$ cat src/rtl/mem_access_unit_if.sv
// rtl/mem_access_unit_if.sv - request/response and data-memory port bundle for mem_access_unit
interface mem_access_unit_if #(
    parameter int ADDR_W = 6
);
    logic              req_valid;
    logic              req_ready;
    logic              req_write;
    logic [1:0]        req_size;
    logic              req_unsigned;
    logic [ADDR_W-1:0] req_addr;
    logic [31:0]       req_wdata;

    logic              resp_valid;
    logic [31:0]       resp_rdata;
    logic              resp_err;

    logic              MemRead;
    logic              MemWrite;
    logic [1:0]        SaveMethod;
    logic [ADDR_W-1:0] mem_addr;
    logic [31:0]       mem_wdata;
    logic [31:0]       mem_rdata;

    modport slave (
        input  req_valid, req_write, req_size, req_unsigned, req_addr, req_wdata, mem_rdata,
        output req_ready, resp_valid, resp_rdata, resp_err,
        output MemRead, MemWrite, SaveMethod, mem_addr, mem_wdata
    );

    modport master (
        output req_valid, req_write, req_size, req_unsigned, req_addr, req_wdata, mem_rdata,
        input  req_ready, resp_valid, resp_rdata, resp_err,
        input  MemRead, MemWrite, SaveMethod, mem_addr, mem_wdata
    );
endinterface

$ cat src/rtl/mem_access_unit.sv
// rtl/mem_access_unit.sv - load/store unit with byte-serial load assembly; MISALIGN_SPLIT_EN enables split misaligned accesses
// Without MISALIGN_SPLIT_EN, misaligned half/word requests complete with resp_err and touch no memory.
module mem_access_unit #(
    parameter int ADDR_W = 6
) (
    input  logic             clk,
    input  logic             rst,
    mem_access_unit_if.slave bus
);
    localparam logic [1:0] SM_SB = 2'b00;
    localparam logic [1:0] SM_SH = 2'b01;
    localparam logic [1:0] SM_SW = 2'b10;

    typedef enum logic [1:0] {IDLE, LOAD, STORE, RESP} state_e;

    state_e            state_q, state_d;
    logic [1:0]        idx_q, idx_d;
    logic [ADDR_W-1:0] addr_q, addr_d;
    logic [31:0]       wdata_q, wdata_d;
    logic [1:0]        size_q, size_d;
    logic              uns_q, uns_d;
    logic [31:0]       buf_q, buf_d;
    logic [31:0]       rdata_q, rdata_d;
    logic              err_q, err_d;
`ifdef MISALIGN_SPLIT_EN
    logic              split_q, split_d;
`endif

    logic              split_w;
    logic              req_misaligned;
    logic              reject_misaligned;
    logic [1:0]        last_idx;
    logic              store_last;
    logic [31:0]       assembled;
    logic [31:0]       extended;
    logic [7:0]        wbyte;
    logic              unused_rdata_hi;

    assign unused_rdata_hi = ^bus.mem_rdata[31:8];

    assign req_misaligned = ((bus.req_size == 2'd1) && bus.req_addr[0]) ||
                            ((bus.req_size == 2'd2) && (bus.req_addr[1:0] != 2'b00));

`ifdef MISALIGN_SPLIT_EN
    assign split_w           = split_q;
    assign reject_misaligned = 1'b0;
`else
    assign split_w           = 1'b0;
    assign reject_misaligned = req_misaligned;
`endif

    always_comb begin
        case (size_q)
            2'd0:    last_idx = 2'd0;
            2'd1:    last_idx = 2'd1;
            default: last_idx = 2'd3;
        endcase
    end

    // A split store walks bytes until N-1; an aligned store is always a single cycle.
    assign store_last = !split_w || (idx_q == last_idx);

    always_comb begin
        assembled = buf_q;
        assembled[{idx_q, 3'b000} +: 8] = bus.mem_rdata[7:0];
    end

    always_comb begin
        case (size_q)
            2'd0:    extended = uns_q ? {24'b0, assembled[7:0]}
                                      : {{24{assembled[7]}}, assembled[7:0]};
            2'd1:    extended = uns_q ? {16'b0, assembled[15:0]}
                                      : {{16{assembled[15]}}, assembled[15:0]};
            default: extended = assembled;
        endcase
    end

    assign wbyte = wdata_q[{idx_q, 3'b000} +: 8];

    always_ff @(posedge clk) begin
        if (!rst) begin
            state_q <= IDLE;
            idx_q   <= '0;
            addr_q  <= '0;
            wdata_q <= '0;
            size_q  <= '0;
            uns_q   <= 1'b0;
            buf_q   <= '0;
            rdata_q <= '0;
            err_q   <= 1'b0;
`ifdef MISALIGN_SPLIT_EN
            split_q <= 1'b0;
`endif
        end else begin
            state_q <= state_d;
            idx_q   <= idx_d;
            addr_q  <= addr_d;
            wdata_q <= wdata_d;
            size_q  <= size_d;
            uns_q   <= uns_d;
            buf_q   <= buf_d;
            rdata_q <= rdata_d;
            err_q   <= err_d;
`ifdef MISALIGN_SPLIT_EN
            split_q <= split_d;
`endif
        end
    end

    always_comb begin
        state_d = state_q;
        idx_d   = idx_q;
        addr_d  = addr_q;
        wdata_d = wdata_q;
        size_d  = size_q;
        uns_d   = uns_q;
        buf_d   = buf_q;
        rdata_d = rdata_q;
        err_d   = err_q;
`ifdef MISALIGN_SPLIT_EN
        split_d = split_q;
`endif
        case (state_q)
            IDLE: begin
                if (bus.req_valid) begin
                    addr_d  = bus.req_addr;
                    wdata_d = bus.req_wdata;
                    size_d  = bus.req_size;
                    uns_d   = bus.req_unsigned;
                    idx_d   = '0;
                    buf_d   = '0;
`ifdef MISALIGN_SPLIT_EN
                    split_d = req_misaligned;
`endif
                    if ((bus.req_size == 2'd3) || reject_misaligned) begin
                        state_d = RESP;
                        rdata_d = '0;
                        err_d   = 1'b1;
                    end else if (bus.req_write) begin
                        state_d = STORE;
                    end else begin
                        state_d = LOAD;
                    end
                end
            end
            LOAD: begin
                buf_d = assembled;
                idx_d = idx_q + 2'd1;
                if (idx_q == last_idx) begin
                    state_d = RESP;
                    rdata_d = extended;
                    err_d   = 1'b0;
                end
            end
            STORE: begin
                idx_d = idx_q + 2'd1;
                if (store_last) begin
                    state_d = RESP;
                    rdata_d = '0;
                    err_d   = 1'b0;
                end
            end
            RESP: begin
                state_d = IDLE;
            end
            default: begin
                state_d = IDLE;
            end
        endcase
    end

    // Memory-side outputs depend only on registered state so they are glitch-free toward DataMem.
    always_comb begin
        bus.req_ready  = (state_q == IDLE);
        bus.resp_valid = (state_q == RESP);
        bus.resp_rdata = rdata_q;
        bus.resp_err   = err_q;
        bus.MemRead    = (state_q == LOAD);
        bus.MemWrite   = (state_q == STORE);
        bus.mem_addr   = '0;
        bus.mem_wdata  = '0;
        bus.SaveMethod = SM_SB;
        if ((state_q == LOAD) || (state_q == STORE)) begin
            bus.mem_addr = addr_q + {{(ADDR_W-2){1'b0}}, idx_q};
        end
        if (state_q == STORE) begin
            if (split_w) begin
                bus.mem_wdata = {24'b0, wbyte};
            end else begin
                bus.mem_wdata = wdata_q;
                case (size_q)
                    2'd0:    bus.SaveMethod = SM_SB;
                    2'd1:    bus.SaveMethod = SM_SH;
                    default: bus.SaveMethod = SM_SW;
                endcase
            end
        end
    end
endmodule

$ cat src/flat_wrapper.sv
// flat-port wrapper written by rule: the top's interface ports become plain ports
module mem_access_unit_flat 
#(
    parameter int ADDR_W = 6
)
  (clk, rst, bus_req_valid, bus_req_write, bus_req_size, bus_req_unsigned, bus_req_addr, bus_req_wdata, bus_mem_rdata, bus_req_ready, bus_resp_valid, bus_resp_rdata, bus_resp_err, bus_MemRead, bus_MemWrite, bus_SaveMethod, bus_mem_addr, bus_mem_wdata);
  mem_access_unit_if #(.ADDR_W(ADDR_W)) bus_i ();
  input  logic clk;
  input  logic rst;
  input wire logic [$bits(bus_i.req_valid)-1:0] bus_req_valid;
  input wire logic [$bits(bus_i.req_write)-1:0] bus_req_write;
  input wire logic [$bits(bus_i.req_size)-1:0] bus_req_size;
  input wire logic [$bits(bus_i.req_unsigned)-1:0] bus_req_unsigned;
  input wire logic [$bits(bus_i.req_addr)-1:0] bus_req_addr;
  input wire logic [$bits(bus_i.req_wdata)-1:0] bus_req_wdata;
  input wire logic [$bits(bus_i.mem_rdata)-1:0] bus_mem_rdata;
  output wire logic [$bits(bus_i.req_ready)-1:0] bus_req_ready;
  output wire logic [$bits(bus_i.resp_valid)-1:0] bus_resp_valid;
  output wire logic [$bits(bus_i.resp_rdata)-1:0] bus_resp_rdata;
  output wire logic [$bits(bus_i.resp_err)-1:0] bus_resp_err;
  output wire logic [$bits(bus_i.MemRead)-1:0] bus_MemRead;
  output wire logic [$bits(bus_i.MemWrite)-1:0] bus_MemWrite;
  output wire logic [$bits(bus_i.SaveMethod)-1:0] bus_SaveMethod;
  output wire logic [$bits(bus_i.mem_addr)-1:0] bus_mem_addr;
  output wire logic [$bits(bus_i.mem_wdata)-1:0] bus_mem_wdata;
  assign bus_i.req_valid = bus_req_valid;
  assign bus_i.req_write = bus_req_write;
  assign bus_i.req_size = bus_req_size;
  assign bus_i.req_unsigned = bus_req_unsigned;
  assign bus_i.req_addr = bus_req_addr;
  assign bus_i.req_wdata = bus_req_wdata;
  assign bus_i.mem_rdata = bus_mem_rdata;
  assign bus_req_ready = bus_i.req_ready;
  assign bus_resp_valid = bus_i.resp_valid;
  assign bus_resp_rdata = bus_i.resp_rdata;
  assign bus_resp_err = bus_i.resp_err;
  assign bus_MemRead = bus_i.MemRead;
  assign bus_MemWrite = bus_i.MemWrite;
  assign bus_SaveMethod = bus_i.SaveMethod;
  assign bus_mem_addr = bus_i.mem_addr;
  assign bus_mem_wdata = bus_i.mem_wdata;
  mem_access_unit #(.ADDR_W(ADDR_W)) u_core (.clk(clk), .rst(rst), .bus(bus_i));
endmodule
$ cat config.mk
export PLATFORM = sky130hd
export DESIGN_NAME = mem_access_unit_flat
export DESIGN_NICKNAME = d
export VERILOG_FILES = /design/src/rtl/mem_access_unit_if.sv /design/src/rtl/mem_access_unit.sv /design/src/flat_wrapper.sv
export SDC_FILE = /design/constraint.sdc
export NUM_CORES = 1
export LEC_CHECK = 0
export BUFFER_PORTS_ARGS = -buffer_cell sky130_fd_sc_hd__buf_2
export CAP_MARGIN = 20
export CORE_MARGIN = 2
export CORE_UTILIZATION = 50
export CTS_BUF_LIST = sky130_fd_sc_hd__clkbuf_16
export DETAILED_ROUTE_END_ITERATION = 8
export PLACE_DENSITY = 0.83
export SLEW_MARGIN = 15
export SYNTH_ARGS = -nofsm -noshare
export SYNTH_HDL_FRONTEND = slang
export SYNTH_SLANG_ARGS = --single-unit
$ cat constraint.sdc
create_clock -name clk -period 2.85 [get_ports clk]
set_clock_uncertainty 0.15 [all_clocks]
set_input_delay 0.855 -clock clk [delete_from_list [all_inputs] [get_ports clk]]
set_output_delay 0.855 -clock clk [all_outputs]
set_load 0.01 [all_outputs]
==> flow_metrics.env, run 1 <==
export IMPL_tns_ns=0
export IMPL_area_delta_synth_final_pct=21.4
export IMPL_max_freq_mhz=356
export IMPL_met3_usage_pct=6.52
export IMPL_finalSetupViolCount=0
export IMPL_cts_tree="done"
export IMPL_maxSlewHeadroom_pct=51.9
export IMPL_grt_max_degree=56
export IMPL_postRouteAntennaNets=0
export IMPL_vias_per_cell=5.55
export IMPL_synthFlopType="dfxtp_1"
export IMPL_synth_top_area_share_pct=44.0
export IMPL_synth_most_common_cell="nand2_1"
export IMPL_hold_buffers=0
export IMPL_fp_dieW_um=104
export IMPL_async_flop_share_pct=0
export IMPL_finalPower_mw=4.93
export IMPL_start_util_pct=51.4
export IMPL_p_int_mw=3.10
export IMPL_pwr_density_cell_nw_per_um2=811
export IMPL_drive_above_1_share_pct=26.4
export IMPL_grt_pass1_vias=4450
export IMPL_routedWlPerCell_um=15.2
export IMPL_h_tree_depth=3
export IMPL_rsz0062_at_grt="yes"
export IMPL_finalMaxSlewViolations=0
export IMPL_synth_top_family_by_area="compound AO/OA/AOI/OAI gates"
export IMPL_synth_fa_ha_area_share_pct=3.15
export IMPL_gp_congestion=0.818
export IMPL_critPathKind="reg2out"
export IMPL_p_sw_mw=1.83
export IMPL_use_met1_pct=28.1
export IMPL_start_kind="flop"
export IMPL_clkSinkCount=110
export IMPL_rows=36
export IMPL_drtIter0Drc=220
export IMPL_synth_compound_area_share_pct=22.6
export IMPL_cts_made_buffers=9
export IMPL_swShare_pct=37.0
export IMPL_ys_ff_latch=110
export IMPL_root_buffer="clkbuf_16"
export IMPL_busiest_layer="met2"
export IMPL_drtPass1Iterations=5
export IMPL_finalCritPeriodShare_pct=98.6
export IMPL_endpoint_kind="output pin"
export IMPL_leakage_nw=2.65
export IMPL_hp_class="reg2reg"
export IMPL_vias=4610
export IMPL_synth_simple_area_share_pct=22.4
export IMPL_drc_errors=0
export IMPL_worstMarginPinSlew_ns=0.711
export IMPL_synth_area_leaders="dfxtp_1 (44%), nand2_1 (8.9%), a21oi_1 (5.9%)"
export IMPL_synth_warnings=0
export IMPL_clk_pin_slew_ns=0.07
export IMPL_clock_path_buffers=2
export IMPL_synth_xor_xnor_area_share_pct=0.701
export IMPL_syn_area_um2=5000
export IMPL_syn_instance_count=577
export IMPL_yosys_top_cells_count="nand2_1 (119), dfxtp_1 (110), a21oi_1 (59)"
export IMPL_p_seq_share_pct=37.4
export IMPL_worstPathRequired_ns=1.85
export IMPL_port_buffers=129
export IMPL_p_comb_share_pct=37.9
export IMPL_ir_worst_vdd_mv=0.456
export IMPL_clkPwrFrac_pct=24.7
export IMPL_track_usage_pct=23.5
export IMPL_synth_edf_count=0
export IMPL_antenna_found_initial=0
export IMPL_timing_hold_violations_final=0
export IMPL_period_minus_slack_ns=2.81
export IMPL_synth_area_mux_share_pct=2.28
export IMPL_clkLatencyLatePin_ns=0.34
export IMPL_synth_nets=666
export IMPL_diodes=0
export IMPL_synth_top_area_cell="dfxtp_1"
export IMPL_wl_um=12700
export IMPL_core_area_um2=9730
export IMPL_crit_arrival_ns=1.81
export IMPL_ioPinCount=154
export IMPL_fin_nets=782
export IMPL_drv_cap=0
export IMPL_die_area_um2=10800
export IMPL_die_h_um=104
export IMPL_grt_ovfl_total=0
export IMPL_dp_hpwl_um=8710
export IMPL_synth_avg_cell_area_um2=8.67
export IMPL_grt_pass1_wl_um=20700
export IMPL_worst_path_max_fanout=2
export IMPL_synthDistinctLibCells=59
export IMPL_grt_use_met2_pct=39.9
export IMPL_seq_area_frac_synth_pct=44.0
export IMPL_status="completed"
-- timing repair --
action	4_1_cts	5_1_grt
setup endpoints to repair	36	4
resized for setup	8	6
pin swaps	3	3
buffers inserted	2	3
-- metrics by stage --
step | hold slack [ns] | instances | setup slack (ns) | area (um^2) | util, %
2_1_floorplan | 0.282 | 577 | 0.153 | 5000 | -
3_3_place_gp | 0.287 | 810 | 0.174 | 5700 | 58.6
3_5_place_dp | 0.292 | 810 | 0.106 | 5700 | 58.6
4_1_cts | 0.302 | 828 | -0.0273 | 6020 | 61.9
5_1_grt | 0.325 | 831 | -0.0580 | 6070 | 62.4
6_report | 0.300 | 831 | 0.0399 | 6070 | 62.4
-- flip-flops by register name (all words and copies together) (netlist names) --
register               flops
u_core.addr_q              6
u_core.bus.resp_err        1
u_core.state_q             2
u_core.buf_q              32
u_core.idx_q               2
u_core.size_q              2
u_core.bus.resp_rdata     32
u_core.wdata_q            32
u_core.uns_q               1
-- path summary, 6_finish.rpt --
path,start,to,slack (ns),cells past startpoint
min,u_core.wdata_q[31]$_SDFFE_PN0P_,u_core.wdata_q[31]$_SDFFE_PN0P_,0.30,2
min reg2reg,u_core.wdata_q[31]$_SDFFE_PN0P_,u_core.wdata_q[31]$_SDFFE_PN0P_,0.30,2
max,u_core.addr_q[0]$_SDFFE_PN0P_,bus_mem_addr[4],0.04,6
max reg2reg,u_core.idx_q[0]$_SDFFE_PN0P_,u_core.bus.resp_rdata[24]$_SDFFE_PN0P_,0.29,7
-- layout make-up --
type / count / area (um^2)
timing repair buffer: 146 / 777
inverter: 11 / 41.3
clock buffer: 9 / 225
fill: 869 / 3660
clock inverter: 7 / 57.6
tap: 133 / 166
sequential: 110 / 2210
multi-input combinational: 415 / 2600
-- routing by layer --
layer  share of wire, %  vias to the layer above
met3                7.4                       27
met2                 48                      168
met5                  0                        -
met1                 41                     2175
met4                2.6                        0
li1                   -                     2240
-- power groups by stage --
stage	clock, mW	combinational [mW]	sequential (mW)
global route	1.31	2.05	1.87
finish	1.22	1.87	1.84
detailed placement	0	1.80	1.87
CTS	1.24	1.83	1.84
global placement	0	1.76	1.86
floorplan	0	1.36	1.87
-- logic make-up (layout without fill, tap and decap cells) --
group | Yosys count | in the layout
AOI/OAI and AO/OA | 151 | 151
xor gates and xnor gates | 4 | 4
adders and majority gates | 12 | 12
buffers and inverters | 52 | 173
DFF | 110 | 110
muxes | 11 | 11
and+or+nand+nor | 237 | 237
-- placed cells by master, fill, tap and decap left out, drive strengths merged, types with 2 or more instances in the layout --
master and instances:
a21oi 59, a221oi 7, a22o 7, a22oi 16
a2bb2oi 16, a31oi 2, a32o 16, and2 38
and3 2, and4bb 2, buf 146, clkbuf 9
clkinv 3, dfxtp 110, ha 11, inv 14
mux2i 11, nand2 119, nand2b 2, nand3 2
nand4 2, nor2 41, nor2b 18, nor3 3
nor4bb 2, o21ai 5, o2bb2ai 9, o311ai 2
or3b 2, xnor2 3
-- critical path, stage by stage, from the launching register on --
cell and delay [ns]:
dfxtp_2 0.35, ha_4 0.14, inv_2 0.03, fa_2 0.33
or3_4 0.34, a21boi_2 0.14, buf_2 0.14
Note: power is estimated with default switching activity, not from simulation.
==> inputs of run 2 (changes only) <==
Settings changed: ABC_AREA from default to 1, PLACE_DENSITY 0.83 to 0.82.
==> flow_metrics.env, run 2 <==
export IMPL_status="completed"
export IMPL_vias=5302
export IMPL_finalSetupViolCount=0
export IMPL_track_usage_pct=23.0
export IMPL_dp_hpwl_um=9340
export IMPL_r2r_start="u_core.idx_q[0]$_SDFFE_PN0P_"
export IMPL_period_minus_slack_ns=2.80
export IMPL_clk_pin_slew_ns=0.07
export IMPL_crit_arrival_ns=1.80
export IMPL_diodes=0
export IMPL_cts_made_buffers=9
export IMPL_synth_avg_cell_area_um2=6.74
export IMPL_worstMarginPinSlew_ns=0.513
export IMPL_max_freq_mhz=357
export IMPL_async_flop_share_pct=0
export IMPL_crit_reg2reg_capture="u_core.bus.resp_rdata[20]$_SDFFE_PN0P_"
export IMPL_setup_slack_ns=0.0452
export IMPL_crit_chain="ha_4 -> inv_2 -> fa_2 -> nor4_1 -> nor3_1 -> buf_2"
export IMPL_worst_path_max_fanout=4
export IMPL_seq_area_frac_synth_pct=39.9
export IMPL_core_area_um2=10800
export IMPL_critPathKind="reg2out"
export IMPL_drtIter0Drc=330
export IMPL_wl_um=13400
export IMPL_synth_area_leaders="dfxtp_1 (40%), nand2_1 (13%), nor2_1 (12%)"
export IMPL_worst_path_buf_inv=2
export IMPL_rsz0062_at_grt="yes"
export IMPL_rows=38
export IMPL_fin_nets=1017
export IMPL_pre_cts_ws_ns=0.240
export IMPL_nFillCells=1029
export IMPL_antenna_found_initial=0
export IMPL_rrSetupSlack_ns=0.52
export IMPL_cpLargestDelayFamily="adder cells"
export IMPL_clock_path_buffers=2
export IMPL_synth_most_common_cell="nand2_1"
export IMPL_ioPinCount=154
export IMPL_port_buffers=129
export IMPL_start_kind="flop"
export IMPL_synth_top_area_share_pct=39.9
export IMPL_cts_tree="done"
export IMPL_hp_class="reg2reg"
export IMPL_hold_start="u_core.buf_q[9]$_SDFFE_PN0P_"
export IMPL_endpoint_kind="output pin"
export IMPL_die_area_um2=11900
export IMPL_finalMaxSlewViolations=0
export IMPL_synthFlopType="dfxtp_1"
export IMPL_area_delta_synth_final_pct=18.7
export IMPL_worstPathRequired_ns=1.85
export IMPL_drc_errors=0
export IMPL_final_cell_mix="nand2_1 (184), nor2_1 (174), buf_2 (129)"
export IMPL_routedWlPerCell_um=12.5
export IMPL_postRouteAntennaNets=0
export IMPL_ir_worst_vdd_mv=0.531
export IMPL_finalCritPeriodShare_pct=98.4
export IMPL_grt_ovfl_total=0
export IMPL_leakage_nw=3.08
export IMPL_grt_pass1_vias=4882
export IMPL_vias_per_cell=4.94
export IMPL_max_stage_delay_ns=0.42
export IMPL_synth_nets=907
export IMPL_grt_max_degree=48
export IMPL_gp_congestion=0.904
export IMPL_syn_instance_count=818
export IMPL_clkLatencyLatePin_ns=0.34
export IMPL_drive_above_1_share_pct=21.8
export IMPL_fp_dieW_um=109
export IMPL_start_util_pct=51.1
export IMPL_synth_warnings=0
export IMPL_yosys_top_cells_count="nand2_1 (184), nor2_1 (175), dfxtp_1 (110)"
export IMPL_hold_path_end="u_core.buf_q[9]$_SDFFE_PN0P_"
export IMPL_grt_pass1_wl_um=22000
export IMPL_finalNonFillerCells=1073
export IMPL_syn_area_um2=5510
export IMPL_drtPass1Iterations=5
export IMPL_timing_hold_violations_final=0
export IMPL_die_h_um=109
export IMPL_drv_cap=0
export IMPL_reg2regPathDepth=12
export IMPL_whs_ns=0.315
export IMPL_synth_top_area_cell="dfxtp_1"
export IMPL_slowest_stage="fa_2"
export IMPL_synthDistinctLibCells=35
export IMPL_mostFrequentLayoutCell="nand2_1"
export IMPL_pwr_density_cell_nw_per_um2=773
export IMPL_dp_cells=1056
export IMPL_clkSinkCount=110
export IMPL_root_buffer="clkbuf_16"
export IMPL_maxSlewHeadroom_pct=65.8
export IMPL_ys_ff_latch=110
export IMPL_hold_depth=2
export IMPL_synth_edf_count=0
export IMPL_h_tree_depth=3
==> run 2: cell types whose count changed in the layout (fill, tap and decap cells not counted), sizes merged, moves of 9 or more <==
cell / change
nor2: +138
inv: +89
nand2: +72
o21ai: +70
and2: -38
nor2b: -18
a22oi: -16
a2bb2oi: -16
a32o: -16
nand3: +16
o211ai: +16
mux2i: -11
o2bb2ai: -9
==> run 2: worst max-delay path by stage <==
stage	startpoint	endpoint	slack, ns	cells past startpoint
after floorplan	u_core.idx_q[1]$_SDFFE_PN0P_	bus_mem_addr[4]	0.39	5
after global placement	u_core.idx_q[1]$_SDFFE_PN0P_	bus_mem_addr[4]	0.29	6
after detailed placement	u_core.idx_q[1]$_SDFFE_PN0P_	bus_mem_addr[4]	0.24	6
after CTS	u_core.addr_q[0]$_SDFFE_PN0P_	bus_mem_addr[4]	0.04	7
after global routing	u_core.idx_q[0]$_SDFFE_PN0P_	bus_mem_addr[4]	-0.05	7
final	u_core.idx_q[0]$_SDFFE_PN0P_	bus_mem_addr[4]	0.05	6
==> run 2: cells by family after synthesis <==
family                   after synthesis  share of synthesized area [%]
XOR/XNOR                               1                          0.295
adder cells (fa/ha/maj)               12                           2.86
AO/OA/AOI/OAI                        157                           16.2
AND/OR/NAND/NOR                      394                           29.6
flip-flops                           110                           39.9
buffers and inverters                144                           11.2
==> run 2: metrics by stage <==
step,area [um^2],util (%),total power [mW],setup TNS (ns)
finish,6540,60.6,5.06,0
floorplan,5510,-,3.32,0
CTS,6520,60.4,5.07,0
global route,6540,60.6,5.39,-0.0459
global placement,6200,57.5,3.74,0
detailed placement,6200,57.5,3.76,0
==> run 2: cell type report <==
| type | instances | area [um^2] | area share [%] |
|---|---|---|---|
| multi-input cells | 564 | 2710 | 41.4 |
| flip-flops and latches | 110 | 2210 | 33.8 |
| repair buffers | 141 | 748 | 11.4 |
| inverters | 102 | 393 | 6.00 |
| clock buffers | 9 | 225 | 3.44 |
| well taps | 140 | 175 | 2.68 |
| clock inverters | 7 | 81.3 | 1.24 |
==> run 2: power breakdown <==
part           total [mW]  leakage [nW]  internal [mW]  switching (mW)
Combinational        1.89          2.02          0.570            1.32
Clock                1.30         0.159          0.758           0.547
Sequential           1.86         0.898           1.74           0.119
Total                5.06          3.08           3.07            1.99
==> run 2: metal layers <==
metal / up-vias / global-route usage (%) / share of wire (%)
met2: 169 / 39.8 / 48
met3: 15 / 6.58 / 8.3
met1: 2370 / 27.7 / 43
met5: - / 0 / 0
li1: 2748 / - / -
met4: 0 / 6.50 / 1.1
==> run 2: what timing repair did <==
action                                  in CTS  in global routing
buffers inserted                             0                  1
hold buffers                                 0                  0
pin swaps                                    0                  4
gates resized for setup                      2                  7
cloned                                       0                  0
endpoints found under the setup margin       1                  1
==> run 2: tightest hold or removal path: stages (launching register included) <==
cell	delay, ns
dfxtp_1	0.31
nand2_1	0.06
a21oi_1	0.05
